[src/rtl/serial_encoder.sv]
// PISO transmit stage: a small input FIFO feeds a shifter that sends words LSB first with no gaps
// between queued words, and flags bit 0 of every frame on frameStart.
//
// state | meaning
// IDLE  | line quiet (serialOut=0), waiting for a buffered word
// SHIFT | a word is on the line; bit_cnt is the index of the bit currently driven
module serial_encoder #(
    parameter int DATA_WIDTH = 8,
    parameter int FIFO_DEPTH = 4
) (
    input  logic                              clock,
    input  logic                              reset,
    input  logic [DATA_WIDTH-1:0]             parallelIn,
    input  logic                              inValid,
    output logic                              inReady,
    output logic                              serialOut,
    output logic                              frameStart,
    output logic                              busy,
    output logic [$clog2(FIFO_DEPTH):0]       fifoCount
);
    localparam int PTR_W = $clog2(FIFO_DEPTH);
    localparam int CNT_W = PTR_W + 1;
    localparam int BC_W  = (DATA_WIDTH > 1) ? $clog2(DATA_WIDTH) : 1;
    localparam logic [BC_W-1:0]  LAST_BIT = BC_W'(DATA_WIDTH - 1);
    localparam logic [CNT_W-1:0] FULL     = CNT_W'(FIFO_DEPTH);

    typedef enum logic {IDLE, SHIFT} state_t;

    state_t                state, state_nxt;
    logic [DATA_WIDTH-1:0] fifo_mem [FIFO_DEPTH];
    logic [PTR_W-1:0]      wr_ptr, rd_ptr;
    logic [CNT_W-1:0]      count;
    logic [DATA_WIDTH-1:0] shift_reg;
    logic [BC_W-1:0]       bit_cnt, bit_cnt_nxt;
    logic                  push, pop;
    logic                  serial_nxt, frame_nxt, busy_nxt;
    logic [DATA_WIDTH-1:0] head;

    // Readiness depends on occupancy only, so a full FIFO stalls input even while popping.
    assign inReady   = (count != FULL);
    assign push      = inValid && inReady;
    assign head      = fifo_mem[rd_ptr];
    assign fifoCount = count;

    always_ff @(posedge clock) begin
        if (reset) state <= IDLE;
        else       state <= state_nxt;
    end

    always_comb begin
        state_nxt   = state;
        pop         = 1'b0;
        serial_nxt  = 1'b0;
        frame_nxt   = 1'b0;
        busy_nxt    = 1'b0;
        bit_cnt_nxt = bit_cnt;
        case (state)
            IDLE: begin
                if (count != '0) begin
                    pop         = 1'b1;
                    serial_nxt  = head[0];
                    frame_nxt   = 1'b1;
                    busy_nxt    = 1'b1;
                    bit_cnt_nxt = '0;
                    state_nxt   = SHIFT;
                end
            end
            SHIFT: begin
                if (bit_cnt != LAST_BIT) begin
                    bit_cnt_nxt = bit_cnt + 1'b1;
                    serial_nxt  = shift_reg[bit_cnt_nxt];
                    busy_nxt    = 1'b1;
                end else if (count != '0) begin
                    pop         = 1'b1;
                    serial_nxt  = head[0];
                    frame_nxt   = 1'b1;
                    busy_nxt    = 1'b1;
                    bit_cnt_nxt = '0;
                end else begin
                    state_nxt = IDLE;
                end
            end
            default: state_nxt = IDLE;
        endcase
    end

    always_ff @(posedge clock) begin
        if (push) fifo_mem[wr_ptr] <= parallelIn;
    end

    always_ff @(posedge clock) begin
        if (reset) begin
            wr_ptr     <= '0;
            rd_ptr     <= '0;
            count      <= '0;
            shift_reg  <= '0;
            bit_cnt    <= '0;
            serialOut  <= 1'b0;
            frameStart <= 1'b0;
            busy       <= 1'b0;
        end else begin
            if (push) wr_ptr <= wr_ptr + 1'b1;
            if (pop)  rd_ptr <= rd_ptr + 1'b1;
            case ({push, pop})
                2'b10:   count <= count + 1'b1;
                2'b01:   count <= count - 1'b1;
                default: count <= count;
            endcase
            if (pop) shift_reg <= head;
            bit_cnt    <= bit_cnt_nxt;
            serialOut  <= serial_nxt;
            frameStart <= frame_nxt;
            busy       <= busy_nxt;
        end
    end
endmodule

[config.mk]
export PLATFORM = sky130hd
export DESIGN_NAME = serial_encoder
export DESIGN_NICKNAME = d
export VERILOG_FILES = /design/src/rtl/serial_encoder.sv
export SDC_FILE = /design/constraint.sdc
export NUM_CORES = 1
export LEC_CHECK = 0
export BUFFER_PORTS_ARGS = -buffer_cell sky130_fd_sc_hd__buf_2
export CAP_MARGIN = 20
export CORE_ASPECT_RATIO = 2
export CORE_UTILIZATION = 60
export DETAILED_ROUTE_END_ITERATION = 10
export PLACE_DENSITY_LB_ADDON = 0.25
export SYNTH_ARGS = -nofsm -noshare
export SYNTH_HDL_FRONTEND = slang
export SYNTH_SLANG_ARGS = --single-unit
export TNS_END_PERCENT = 20
[constraint.sdc]
create_clock -name clock -period 6 [get_ports clock]
set_input_delay 0 -clock clock [delete_from_list [all_inputs] [get_ports clock]]
set_output_delay 0 -clock clock [all_outputs]
set_load 0.02 [all_outputs]
# Yosys cells after proc, flatten, opt, wreduce, memory -nomap -nowiden
# Memory sizes are Yosys's and may differ from the RTL's. A register that Yosys moved wholly into a read port is not among the register bits.
# Cells that the tools add are included.
# word_totals
register_bits,21
ram_bits,32
inputBits,11
output_inout_bits,7
word_cells,41
n_memories,1
# memory_table
name,words,width,read_ports,rd_ports_with_merged_regs,wr,line_no,rtl
fifo_mem,4,8,1,1,1,30,logic [DATA_WIDTH-1:0] fifo_mem [FIFO_DEPTH];
# classes
n_addsub,5
magnitude_cmp,1
n_eq_ne,4
mux,18
bitwise,1
reduce_logical,3
# op_table
op,count
$pmux W3 S2,2
$mux W1,8
$add A3 B1 Y3 const B,2
$mux W3,2
$ne A3 B3 Y1 const B,2
$pmux W1 S2,3
$add A2 B1 Y2 const B,2
$lt A3 B4 Y1 const B,1
$mux W2,2
$bmux W1 S3,1
$reduce_bool A3 Y1,1
$sub A3 B1 Y3 const B,1
$eq A2 B1 Y1 const B,1
$eq A2 B2 Y1 const B,1
$reduce_bool A2 Y1,1
$logic_and A1 B1 Y1,1
$not A1 Y1,1

# Logic depth before layout (Yosys ltp)
# depth
ltp_word,6
mapped_depth,11
depth_no_buf,10

# Worst setup path after synthesis
# OpenSTA, ideal clock, no wires.
# synth_timing
path_kind,reg-to-reg
from,register count[2] (netlist: fifoCount[2])
to,register count[2] (netlist: fifoCount[2])
setup_ps,71
t_arrival_ps,2332
t_required_ps,5929
setup_slack_ps,3597
path_stages_with_launch,10
path_buffers,1
period_less_slack_ps,2403
cell_sequence,dfxtp_1 or3b_1 buf_6 nand2_1 ha_1 inv_1 fa_1 xor2_1 or3_2 a21oi_1
# synth_via
word_cells_on_any_way,12
classes_between,add/sub (2); eq/ne (3); mux (4); reduce/logical (3)
# synth_lines
element,line_no,rtl
start: declaration,32,logic [CNT_W-1:0] count;
start signal: assignment,105,2'b10: count <= count + 1'b1;
start signal: assignment,106,2'b01: count <= count - 1'b1;
start signal: assignment,107,default: count <= count;
$ne A3 B3 Y1 (*),40,assign inReady = (count != FULL);
net inReady,15,"output logic inReady,"
$logic_and A1 B1 Y1 (*),41,assign push = inValid && inReady;
$eq A2 B1 Y1 or $eq A2 B2 Y1 (tied branches),104,"case ({push, pop})"
$pmux W3 S2 or $reduce_bool A2 Y1 (tied branches),-,
# Mark *: on every way through the listed nets, which the timed path passes. The rest lies on a longest branch.
# A chain may end at the register's enable or synchronous reset.

# Worst setup path after layout
# layout_timing
from,register bit_cnt[0]
to,register count[2] (netlist: fifoCount[2])
# layout_via
elab_chain_len,5
word_cells_on_any_way,7
classes_between,eq/ne (3); mux (3); reduce/logical (1)
# layout_lines
element,line_no,rtl
start: declaration,34,"logic [BC_W-1:0] bit_cnt, bit_cnt_nxt;"
start signal: assignment,110,bit_cnt <= bit_cnt_nxt;
$ne A3 B3 Y1 (*),69,if (bit_cnt != LAST_BIT) begin
$mux W1 (*),-,
$pmux W1 S2 (*),-,
net frame_nxt,36,"logic serial_nxt, frame_nxt, busy_nxt;"
$eq A2 B1 Y1 or $eq A2 B2 Y1 (tied branches),104,
$pmux W3 S2 or $reduce_bool A2 Y1 (tied branches),-,
# Marked as above.

==> flow_summary.json <==
{
  "worst-path-buf-inv": 1,
  "synth_nets": 183,
  "setup.worst_path.end_class": "register",
  "remaining_drc_errors": 0,
  "globalRoute.totalOverflow": 0,
  "multi_input_area_um2": 753,
  "ff2ff_path_depth": 10,
  "cts_tree": "built",
  "cp_slowest_stage_delay_ns": 0.45,
  "place_congestion": 0.818,
  "drv_slew": 0,
  "critical_path_required_ns": 6.24,
  "syn_inst": 164,
  "numCtsBuffers": 5,
  "drtIter0Drc": 17,
  "mostFrequentLayoutCells": "32 x edfxtp_1, 23 x dfxtp_1, 17 x a21oi_1, 17 x buf_2, 14 x nand3_1",
  "cp.depth": 10,
  "utilization": 0.695,
  "clkTransAtPathRegs_ns": 0.09,
  "dr.pass1.iters": 4,
  "grt_max_degree": 24,
  "die-area_um2": 4010,
  "area.growth.synth_to_final_pct": 11.5,
  "finalCriticalPeriod_ns": 2.52,
  "ys_warn_count": 0,
  "boundaryPins": 18,
  "setup_slack_ns": 3.48,
  "synthesis.area_um2": 2250,
  "crit_type": "register to register",
  "die_w_um": 45.3,
  "slew_headroom": 0.443,
  "drv_cap": 0,
  "grt_pass1_vias": 1310,
  "grt_pass1_wl_um": 5800,
  "cts-htree-levels": 2,
  "min_path_cells": 3,
  "cp-start-kind": "register",
  "wl_per_cell_um": 15.1,
  "pre_cts_slack_ns": 3.47,
  "hold_viol_final": 0,
  "cpMaxStageDelayCell": "nor2b_2",
  "cts-root-buf": "clkbuf_8",
  "insertion_delay_ns": 0.30,
  "layout_commonest_cell": "edfxtp_1",
  "synthDistinctLibCells": 32,
  "antenna_cells": 0,
  "antenna_left": 0,
  "clock.fmax_mhz": 396,
  "grt_setup_unrepaired": "no",
  "worstPathCellList": "ha_1 -> ha_1 -> nor2b_2 -> nor2_1 -> ha_1 -> inv_1 -> fa_1 -> xor2_1 -> or3_2 -> a21oi_1",
  "p_leak_nw": 0.887,
  "vdd_ir_drop_max_uv": 336,
  "status": "complete, no violations",
  "synth_area_per_cell_um2": 13.7,
  "setup-violations-final": 0,
  "post-dp-hpwl_um": 2660,
  "portBuffers": 17,
  "chipHeight_um": 88.6,
  "p_per_area_nw_per_um2": 420,
  "timing.final.crit_share": 0.421,
  "power_mw": 1.05,
  "grtUsageTotal": 0.210,
  "min_path_type": "input pin to register",
  "skew_ns": 0.00601,
  "fillers": 269,
  "largest_reg_flops": 32,
  "vias": 1294,
  "synth-seq-area-share": 0.632,
  "worst_pin_slew_ns": 0.831,
  "ys_ff_latch": 55,
  "cpMostUsedCell": "ha_1",
  "cts.repair.resized": 0,
  "core_um2": 3610,
  "cts.sinks": 55,
  "critPathMaxFanout": 17,
  "routed_wirelength_um": 3560,
  "initial_core_util": 0.623,
  "seq_area_um2": 1420,
  "fin_nets": 205,
  "fin_setup_tns_ns": 0,
  "antenna_found_initial": 0,
  "hold_slack_ns": 0.0412,
  "vias_per_cell": 5.48,
  "cts_buffer_depth": 2,
  "crit_family": "simple AND/OR/NAND/NOR gates",
  "row_count": 31,
  "drive_gt1_frac": 0.230,
  "crit_arrival_ns": 2.76
}
## layer usage
metal	up-vias	global-route usage	wire length (um)
met3	8	0.0429	72
met5	-	0	0
met1	612	0.212	1300
met2	18	0.383	2100
li1	656	-	-
met4	0	0.107	89
## layout make-up
class | instances | share of cell area
tap | 49 | 0.0245
inverter | 6 | 0.00898
clock inverter | 3 | 0.00599
timing repair buffer | 25 | 0.0659
clock buffer | 5 | 0.0274
multi-input combinational | 93 | 0.300
sequential | 55 | 0.567
## synth_stat cells (all sizes together)
library cell,instances,share of area
xor2,2,0.0078
clkbuf,5,0.0083
nand2b,4,0.011
o21ai,10,0.022
fa,1,0.0089
nand2,4,0.0067
a21o,2,0.0067
edfxtp,32,0.43
a21oi,19,0.046
nor3,2,0.0067
or3b,1,0.0039
or4,1,0.0033
nor2b,1,0.0039
nor2,5,0.0083
o22ai,1,0.0028
and3,4,0.013
mux2,2,0.010
dfxtp,23,0.20
ha,7,0.039
buf,5,0.014
inv,6,0.010
o31ai,1,0.0033
nand3,14,0.031
mux4,9,0.090
o32ai,1,0.0039
or3,2,0.0061
## power by group
part	switching (mW)	leakage, nW	internal, mW	total (mW)
Combinational	0.200	0.366	0.141	0.341
Clock	0.111	0.0392	0.0794	0.190
Sequential	0.0492	0.482	0.474	0.523
## stage by stage
step | cells | instance area (um^2)
after detailed placement | 220 | 2340
after global placement | 220 | 2340
after CTS | 236 | 2510
after global routing | 236 | 2510
after floorplan | 164 | 2250
final | 236 | 2510
## worst paths after layout
kind                                    end  slack [ns]                  start
setup / recovery  fifoCount[2]$_SDFFE_PP0P_        3.48  bit_cnt[0]$_SDFF_PP0_
hold / removal       wr_ptr[1]$_SDFFE_PP0P_        0.04                inValid
setup reg to reg  fifoCount[2]$_SDFFE_PP0P_        3.48  bit_cnt[0]$_SDFF_PP0_
hold reg to reg       bit_cnt[1]$_SDFF_PP0_        0.48  bit_cnt[1]$_SDFF_PP0_
## worst reg2reg max path, delay by kind of cell, from the launching register on
| family | cells | cell delay, ns |
|---|---|---|
| adder cells (fa/ha/maj) | 4 | 0.83 |
| buffers and inverters | 1 | 0.08 |
| flip-flops | 1 | 0.36 |
| XOR/XNOR | 1 | 0.08 |
| AO/OA/AOI/OAI | 1 | 0.14 |
| AND/OR/NAND/NOR | 3 | 0.96 |
## repair_timing
action	4_1_cts	5_1_grt
hold endpoints to repair	32	0
hold buffers	8	0
setup buffers	0	0
## cell families (layout without fill, tap and decap cells)
family	Yosys count	in the layout	share of synthesized area
flip-flops	55	55	0.632
buffers and inverters	16	39	0.0328
AO/OA/AOI/OAI	34	34	0.0846
AND/OR/NAND/NOR	38	38	0.0946
XOR/XNOR	2	2	0.00779
multiplexers	11	11	0.100
adder cells (fa/ha/maj)	8	8	0.0479
(Power assumes the default switching activity.)
